**config.mk**
```make
export PLATFORM = sky130hd
export DESIGN_NAME = sync_fifo_param_flat
export DESIGN_NICKNAME = d
export VERILOG_FILES = /design/src/rtl/fifo_pkg.sv /design/src/rtl/sync_fifo_param_if.sv /design/src/rtl/fifo_regfile.sv /design/src/rtl/sync_fifo_param.sv /design/src/flat_wrapper.sv
export SDC_FILE = /design/constraint.sdc
export NUM_CORES = 1
export LEC_CHECK = 0
export CAP_MARGIN = 10
export CORE_MARGIN = 2
export CORE_UTILIZATION = 40
export DETAILED_ROUTE_END_ITERATION = 6
export MAX_ROUTING_LAYER = met4
export SETUP_SLACK_MARGIN = 0.1
export SLEW_MARGIN = 20
export SYNTH_ARGS = -nofsm -noshare
export SYNTH_HDL_FRONTEND = slang
export SYNTH_SLANG_ARGS = --single-unit
```
**constraint.sdc**
```tcl
create_clock -name CLK -period 2.55 [get_ports CLK]
set_clock_uncertainty 0.2 [all_clocks]
set_input_delay 0.51 -clock CLK [delete_from_list [all_inputs] [get_ports CLK]]
set_output_delay 0.51 -clock CLK [all_outputs]
set_load 0.005 [all_outputs]
```
**src/rtl/fifo_pkg.sv**
```systemverilog
// Shared constants and helpers for the parametrised synchronous FIFO.
// Pointer width is log2(DEPTH)+1 so the wrap bit can tell full from empty.
package fifo_pkg;

    localparam int FIFO_MODE_REG  = 0;
    localparam int FIFO_MODE_FWFT = 1;

    function automatic int clog2(input int v);
        int r;
        r = 0;
        while ((1 << r) < v) r++;
        return r;
    endfunction

    function automatic int ptr_w(input int depth);
        return clog2(depth) + 1;
    endfunction

endpackage

```
**src/rtl/sync_fifo_param_if.sv**
```systemverilog
// Handshake/status bundle between a FIFO and its producer/consumer side.
// The master side drives requests; the FIFO sits on the slave side.
interface sync_fifo_param_if #(
    parameter int WIDTH = 1,
    parameter int DEPTH = 8
);
    localparam int PW = fifo_pkg::ptr_w(DEPTH);

    logic             flush;
    logic             wr_en;
    logic [WIDTH-1:0] wr_data;
    logic             rd_en;
    logic             clr_err;
    logic [WIDTH-1:0] rd_data;
    logic             rd_valid;
    logic             full;
    logic             empty;
    logic             almost_full;
    logic             almost_empty;
    logic [PW-1:0]    count;
    logic             overflow;
    logic             underflow;

    modport master (
        output flush, wr_en, wr_data, rd_en, clr_err,
        input  rd_data, rd_valid, full, empty, almost_full, almost_empty,
               count, overflow, underflow
    );

    modport slave (
        input  flush, wr_en, wr_data, rd_en, clr_err,
        output rd_data, rd_valid, full, empty, almost_full, almost_empty,
               count, overflow, underflow
    );

endinterface

```
**src/rtl/fifo_regfile.sv**
```systemverilog
// DEPTH x WIDTH storage: synchronous write, asynchronous read, never reset.
module fifo_regfile
    import fifo_pkg::*;
#(
    parameter int WIDTH = 1,
    parameter int DEPTH = 8,
    parameter int AW    = clog2(DEPTH)
) (
    input  logic             CLK,
    input  logic             we,
    input  logic [AW-1:0]    waddr,
    input  logic [WIDTH-1:0] wdata,
    input  logic [AW-1:0]    raddr,
    output logic [WIDTH-1:0] rdata
);

    logic [WIDTH-1:0] mem [DEPTH];

    always_ff @(posedge CLK) begin
        if (we) mem[waddr] <= wdata;
    end

    assign rdata = mem[raddr];

endmodule

```
**src/rtl/sync_fifo_param.sv**
```systemverilog
// Parametrised synchronous FIFO with occupancy flags, sticky error flags,
// synchronous flush and a selectable registered or fall-through read port.
module sync_fifo_param
    import fifo_pkg::*;
#(
    parameter int WIDTH     = 1,
    parameter int DEPTH     = 8,
    parameter int AF_THRESH = 6,
    parameter int AE_THRESH = 1,
    parameter int FWFT      = FIFO_MODE_REG
) (
    input  logic                CLK,
    input  logic                RESET,
    sync_fifo_param_if.slave    bus
);

    localparam int AW = clog2(DEPTH);
    localparam int PW = ptr_w(DEPTH);

    logic [PW-1:0]    wptr, rptr, occ;
    logic             full_w, empty_w;
    logic             wr_acc, rd_acc;
    logic [WIDTH-1:0] mem_rdata;
    int               occ_i;

    // Wrap bits differ with equal addresses only when DEPTH entries are held.
    assign empty_w = (wptr == rptr);
    assign full_w  = (wptr[AW] != rptr[AW]) && (wptr[AW-1:0] == rptr[AW-1:0]);
    assign occ     = wptr - rptr;
    assign occ_i   = int'(occ);

    assign wr_acc = bus.wr_en && !full_w  && !bus.flush;
    assign rd_acc = bus.rd_en && !empty_w && !bus.flush;

    fifo_regfile #(
        .WIDTH (WIDTH),
        .DEPTH (DEPTH)
    ) u_regfile (
        .CLK   (CLK),
        .we    (wr_acc),
        .waddr (wptr[AW-1:0]),
        .wdata (bus.wr_data),
        .raddr (rptr[AW-1:0]),
        .rdata (mem_rdata)
    );

    always_ff @(posedge CLK) begin
        if (!RESET) begin
            wptr <= '0;
            rptr <= '0;
        end else if (bus.flush) begin
            wptr <= '0;
            rptr <= '0;
        end else begin
            if (wr_acc) wptr <= wptr + 1'b1;
            if (rd_acc) rptr <= rptr + 1'b1;
        end
    end

    // Errors are judged on the pre-edge flags; a new error beats clr_err.
    always_ff @(posedge CLK) begin
        if (!RESET) begin
            bus.overflow  <= 1'b0;
            bus.underflow <= 1'b0;
        end else begin
            if (bus.wr_en && full_w)       bus.overflow <= 1'b1;
            else if (bus.clr_err)          bus.overflow <= 1'b0;
            if (bus.rd_en && empty_w)      bus.underflow <= 1'b1;
            else if (bus.clr_err)          bus.underflow <= 1'b0;
        end
    end

    assign bus.full         = full_w;
    assign bus.empty        = empty_w;
    assign bus.count        = occ;
    assign bus.almost_full  = (occ_i >= AF_THRESH);
    assign bus.almost_empty = (occ_i <= AE_THRESH);

    generate
        if (FWFT == FIFO_MODE_FWFT) begin : g_fwft
            assign bus.rd_data  = mem_rdata;
            assign bus.rd_valid = !empty_w;
        end else begin : g_reg
            logic [WIDTH-1:0] rd_data_q;
            logic             rd_vld_q;

            always_ff @(posedge CLK) begin
                if (!RESET) begin
                    rd_data_q <= '0;
                    rd_vld_q  <= 1'b0;
                end else begin
                    rd_vld_q <= rd_acc;
                    if (rd_acc) rd_data_q <= mem_rdata;
                end
            end

            assign bus.rd_data  = rd_data_q;
            assign bus.rd_valid = rd_vld_q;
        end
    endgenerate

endmodule

```
**src/flat_wrapper.sv**
```systemverilog
// flat-port wrapper written by rule: the top's interface ports become plain ports
module sync_fifo_param_flat import fifo_pkg::*;
#(
    parameter int WIDTH     = 1,
    parameter int DEPTH     = 8,
    parameter int AF_THRESH = 6,
    parameter int AE_THRESH = 1,
    parameter int FWFT      = FIFO_MODE_REG
)
  (CLK, RESET, bus_flush, bus_wr_en, bus_wr_data, bus_rd_en, bus_clr_err, bus_rd_data, bus_rd_valid, bus_full, bus_empty, bus_almost_full, bus_almost_empty, bus_count, bus_overflow, bus_underflow);
  sync_fifo_param_if #(.WIDTH(WIDTH), .DEPTH(DEPTH)) bus_i ();
  input  logic CLK;
  input  logic RESET;
  input wire logic [$bits(bus_i.flush)-1:0] bus_flush;
  input wire logic [$bits(bus_i.wr_en)-1:0] bus_wr_en;
  input wire logic [$bits(bus_i.wr_data)-1:0] bus_wr_data;
  input wire logic [$bits(bus_i.rd_en)-1:0] bus_rd_en;
  input wire logic [$bits(bus_i.clr_err)-1:0] bus_clr_err;
  output wire logic [$bits(bus_i.rd_data)-1:0] bus_rd_data;
  output wire logic [$bits(bus_i.rd_valid)-1:0] bus_rd_valid;
  output wire logic [$bits(bus_i.full)-1:0] bus_full;
  output wire logic [$bits(bus_i.empty)-1:0] bus_empty;
  output wire logic [$bits(bus_i.almost_full)-1:0] bus_almost_full;
  output wire logic [$bits(bus_i.almost_empty)-1:0] bus_almost_empty;
  output wire logic [$bits(bus_i.count)-1:0] bus_count;
  output wire logic [$bits(bus_i.overflow)-1:0] bus_overflow;
  output wire logic [$bits(bus_i.underflow)-1:0] bus_underflow;
  assign bus_i.flush = bus_flush;
  assign bus_i.wr_en = bus_wr_en;
  assign bus_i.wr_data = bus_wr_data;
  assign bus_i.rd_en = bus_rd_en;
  assign bus_i.clr_err = bus_clr_err;
  assign bus_rd_data = bus_i.rd_data;
  assign bus_rd_valid = bus_i.rd_valid;
  assign bus_full = bus_i.full;
  assign bus_empty = bus_i.empty;
  assign bus_almost_full = bus_i.almost_full;
  assign bus_almost_empty = bus_i.almost_empty;
  assign bus_count = bus_i.count;
  assign bus_overflow = bus_i.overflow;
  assign bus_underflow = bus_i.underflow;
  sync_fifo_param #(.WIDTH(WIDTH), .DEPTH(DEPTH), .AF_THRESH(AF_THRESH), .AE_THRESH(AE_THRESH), .FWFT(FWFT)) u_core (.CLK(CLK), .RESET(RESET), .bus(bus_i));
endmodule
```
# Yosys cells after proc, flatten, opt, wreduce, memory -nomap -nowiden
# Memories as Yosys holds them, arrays and structs flattened. A register that Yosys moved wholly into a read port is not among the register bits.
# Cells that the tools add are included.
# W data, S select, Z words.
dict set report word_totals {
  romBits 0
  regBits 11
  in_bits 7
  out_inout_bits 12
  n_memories 1
  wordCells 34
  mem_bits_rw 8
  latch_bits 0
}
# memory words word_bits read_ports rd_clocked_by_memory_dff write_ports line_no
set mem_list {}
lappend mem_list {u_core.u_regfile.mem 8 1 1 1 1 fifo_regfile.sv:17} ;# logic [WIDTH-1:0] mem [DEPTH];
dict set report classes {
  muxes 5
  mul 0
  n_shift 0
  add_sub_neg 3
  div 0
  n_reduce_logical 14
  n_eq_ne 3
  n_lt_le_gt_ge 2
  n_bitwise 1
}
# op count
set op_table {}
lappend op_table {{$add A4 B1 Y4 const B} 2}
lappend op_table {{$logic_and A1 B1 Y1} 7}
lappend op_table {{$mux W1} 5}
lappend op_table {{$eq A4 B4 Y1} 1}
lappend op_table {{$ge A4 B3 Y1 const B} 1}
lappend op_table {{$le A4 B1 Y1 const B} 1}
lappend op_table {{$logic_not A1 Y1} 4}
lappend op_table {{$reduce_bool A2 Y1} 2}
lappend op_table {{$sub A4 B4 Y4} 1}
lappend op_table {{$eq A3 B3 Y1} 1}
lappend op_table {{$reduce_or A2 Y1} 1}
lappend op_table {{$ne A1 B1 Y1} 1}
lappend op_table {{$not A1 Y1} 1}

# Logic depth before layout (Yosys ltp)
dict set report depth {
  ltp_word 7
  depth_mapped 6
  depth_no_buf 6
}

# By module
# Synthesis repeated with hierarchy kept, for this count alone.
dict set report unflattened {
  hier_cells 114
  hier_area_um2 1117.3
}
# mod cells_each seq_area_each_um2 area_per_inst_um2 n_inst
set by_module_without_submodules {}
lappend by_module_without_submodules {sync_fifo_param 90 240.2 754.5 1}
lappend by_module_without_submodules {fifo_regfile 24 240.2 362.8 1}

# Worst setup path after synthesis
# No wires, ideal clock.
dict set report synth_timing {
  kind {register to output}
  from {register u_core.rptr[1]}
  to {output port bus_almost_full}
  n_path_buf 0
  stages_incl_launch_ff 7
  required_ps 1840
  arrival_time_ps 1674
  slack_ps 166
  path_cell_list {dfxtp_1 inv_1 ha_1 nor2b_1 o21a_1 or3_4 a22o_1}
}
dict set report synth_via {
  elab_chain_len 2
}
# element line_no
set synth_lines {}
lappend synth_lines {{from (decl)} sync_fifo_param.sv:20} ;# logic [PW-1:0] wptr, rptr, occ;
lappend synth_lines {{from (signal assigned)} sync_fifo_param.sv:56} ;# if (rd_acc) rptr <= rptr + 1'b1;
lappend synth_lines {{$sub A4 B4 Y4} sync_fifo_param.sv:29} ;# assign occ = wptr - rptr;
lappend synth_lines {{$ge A4 B3 Y1} sync_fifo_param.sv:76} ;# assign bus.almost_full = (occ_i >= AF_THRESH);
lappend synth_lines {{to (decl)} flat_wrapper.sv:23} ;# output wire logic [$bits(bus_i.almost_full)-1:0] bus_almost_full;
# Every way passes these cells.

# Worst setup path in the final report
dict set report layout_timing {
  from {register u_core.wptr[1]}
  to {output port bus_almost_full}
}
dict set report layout_via {
  elab_chain_len 2
}
# element line_no
set layout_lines {}
lappend layout_lines {{from (decl)} sync_fifo_param.sv:20}
lappend layout_lines {{from (signal assigned)} sync_fifo_param.sv:55} ;# if (wr_acc) wptr <= wptr + 1'b1;
lappend layout_lines {{$sub A4 B4 Y4} sync_fifo_param.sv:29}
lappend layout_lines {{$ge A4 B3 Y1} sync_fifo_param.sv:76}
# Every way passes these cells.

==> run_results.csv <==
group,metric,value,unit
sta,finalWorstSetupSlack,-45.9,ps
routing,drcViolationCount,0,
sta,hold_viol,0,
sta,rsz0062_at_grt,"true",
routing,wire_per_inst,13.8,um
logic_synthesis,synthCells,100,
status,violations,"negative setup slack",
layout,antenna_cells,0,
logic_synthesis,synth_edf_count,8,
clocking,clock-sinks,20,
global_routing,grt_max_degree,12,
clocking,clk_latency,300,ps
logic_synthesis,yosys.cell_types.count,33,
routing,vias,829,
clocking,clock-root-buffer,"clkbuf_4",
floorplan,dieArea,3050,sq um
sta,fin_crit,2600,ps
routing,drtIter0Drc,7,
place,portBuffers,18,
worst_setup_path,end_kind,"output port",
worst_setup_path,worstSetupStartpointType,"register",
job,cap_viol_max_count,0,
layout,synthToLayoutAreaGrowth,37.7,%
floorplan,initial_utilization,42.4,%
layout,fin_area,1450,sq um
layout,nets,151,
sta,finalMaxSlewViolations,0,
layout,drive_gt1_share,33.6,%
clocking,cts_buffers,3,
global_routing,grt_pass1_wl,3.75,mm
worst_setup_path,crit_arrival,1890,ps
clocking,h-tree-depth,1,
power_and_ir_drop,power.total,0.552,mW
power_and_ir_drop,ir_drop,0.000250,V
power_and_ir_drop,power_per_cell_area,381,nW/um^2
logic_synthesis,yosysSeqAreaShare,45.7,%
power_and_ir_drop,p_leak,0.589,nW
global_routing,antenna_found_initial,0,
global_routing,grt_util_all_layers,16.1,%
layout,ff_latch_area,488,sq um
logic_synthesis,synth.avg_cell_area,10.5,sq um
logic_synthesis,synth_area,1050,sq um
worst_hold_path,hold_path_class,"register to register",
logic_synthesis,synthFlopType,"dfxtp_1",
place,place_congestion,0.776,
clocking,clk_pin_slew,120,ps
routing,vias_per_cell,4.96,
logic_synthesis,async_flop_share,0,%
global_routing,grt_pass1_vias,832,
sta,hold_slack,353,ps
clocking,cts_tree,"built",
worst_setup_path,crit_fanout,3,
logic_synthesis,yosys_warnings,0,
floorplan,num_rows,18,
place,dpl_worst_slack,-159,ps
routing,wirelength,2.31,mm
routing,firstDrtPassIters,4,
sta,min_period_over_period,102,%
logic_synthesis,synth.net_count,113,
status,status,"complete, but fails checks",
clocking,cts_buffer_depth,2,
floorplan,die_h,55.3,um
place,dp_hpwl,1.79,mm
layout,fill_cells,237,
floorplan,core-area,2480,sq um
floorplan,boundaryPins,19,
sta,tightest_slew,367,ps
clocking,cts_hold_buffers,0,
sta,finalSetupViolations,2,
layout,multi_input_area,583,sq um
floorplan,fp.dieW,55.3,um
sta,tns,-68.5,ps
global_routing,grt-ovfl-total,0,
worst_setup_path,cp.required,1840,ps
worst_setup_path,path_class,"register to output port",
routing,ant_nets,0,
sta,slew_headroom,75.3,%
place,dpl-instance-area,1370,sq um
logic_synthesis,ys_seq_elements,20,
sta,fmax,385,MHz
stage by stage:
step / instances / utilization, %
4_1_cts: 167 / 58.6
3_5_place_dp: 161 / 55.3
6_report: 167 / 58.4
2_1_floorplan: 100 / -
3_3_place_gp: 161 / 55.3
5_1_grt: 167 / 58.4
critical path, stage by stage (launching register included):
cell	delay, ps
dfxtp_4	380
ha_4	230
nor2b_1	120
o21a_1	180
or3_4	340
a22o_1	210
buf_2	120
cell usage in the layout (no fill, tap or decap), types with 4 or more instances in the layout:
cell type	count
a21oi_1	4
dfxtp_1	8
nor3_1	4
clkdlybuf4s50_1	11
edfxtp_1	8
buf_4	16
nor2b_1	6
nor2_1	10
inv_2	4
inv_1	4
registers in the layout (all words and copies together) (netlist names):
name                  flops
u_core.rptr               4
u_core.bus.overflow       1
u_core.bus.underflow      1
u_core.bus.rd_valid       1
u_core.wptr               4
u_core.u_regfile.mem      8
u_core.bus.rd_data        1
cells by family (layout without fill, tap and decap cells):
group | Yosys count | in the layout | share of synthesized area [%]
buffers and inverters | 9 | 46 | 3.21
multiplexers | 5 | 5 | 7.14
XOR/XNOR | 8 | 8 | 7.38
adder cells (fa/ha/maj) | 6 | 6 | 7.86
flip-flops | 20 | 20 | 45.7
AO/OA/AOI/OAI | 16 | 16 | 10.6
AND/OR/NAND/NOR | 36 | 36 | 18.1
final timing paths:
kind	end	depth (start not counted)	from	slack, ps
setup / recovery	bus_almost_full	6	u_core.wptr[1]	-50
hold / removal	u_core.bus.rd_data	2	u_core.bus.rd_data	350
setup reg to reg	u_core.u_regfile.mem[4]	8	u_core.rptr[2]	440
hold reg to reg	u_core.bus.rd_data	2	u_core.bus.rd_data	350
power by group:
group,leakage [nW],internal (mW),total [mW],switching [mW]
clock network,0.0150,0.0608,0.153,0.0925
registers,0.172,0.335,0.337,0.00188
logic,0.402,0.0340,0.0617,0.0276
layout make-up:
class / count / area share (%)
Inverter: 8 / 2.07
Tap cell: 30 / 2.59
Timing Repair Buffer: 34 / 19.5
Sequential cell: 20 / 33.7
Multi-Input combinational cell: 71 / 40.3
Clock buffer: 4 / 1.82
Yosys cell counts (3+ instances only):
cell type	count	area share (%)
inv_1	8	2.9
nor3_1	4	1.9
mux2i_1	3	2.9
nor2b_1	6	3.6
xor2_1	3	2.5
nand2_1	3	1.1
dfxtp_1	12	23
xnor2_1	4	3.3
o21ai_0	3	1.4
nor2_1	12	4.3
a21oi_1	4	1.9
ha_1	5	6.0
edfxtp_1	8	23
repair_timing:
action,4_1_cts,5_1_grt
buffers inserted,2,0
pin swaps,8,3
resized for setup,35,2
endpoints found under the setup margin,7,5
routing by layer:
layer	part of all wire (%)	routed length [um]	GRT usage (%)	vias to the layer above
li1	-	-	-	429
met1	49	1140	21.6	388
met2	48	1100	25.3	10
met3	2.6	60	2.34	2
met4	0.43	10	5.23	0
met5	0	0	-	-
No activity file was read; power rests on OpenSTA's default activity.
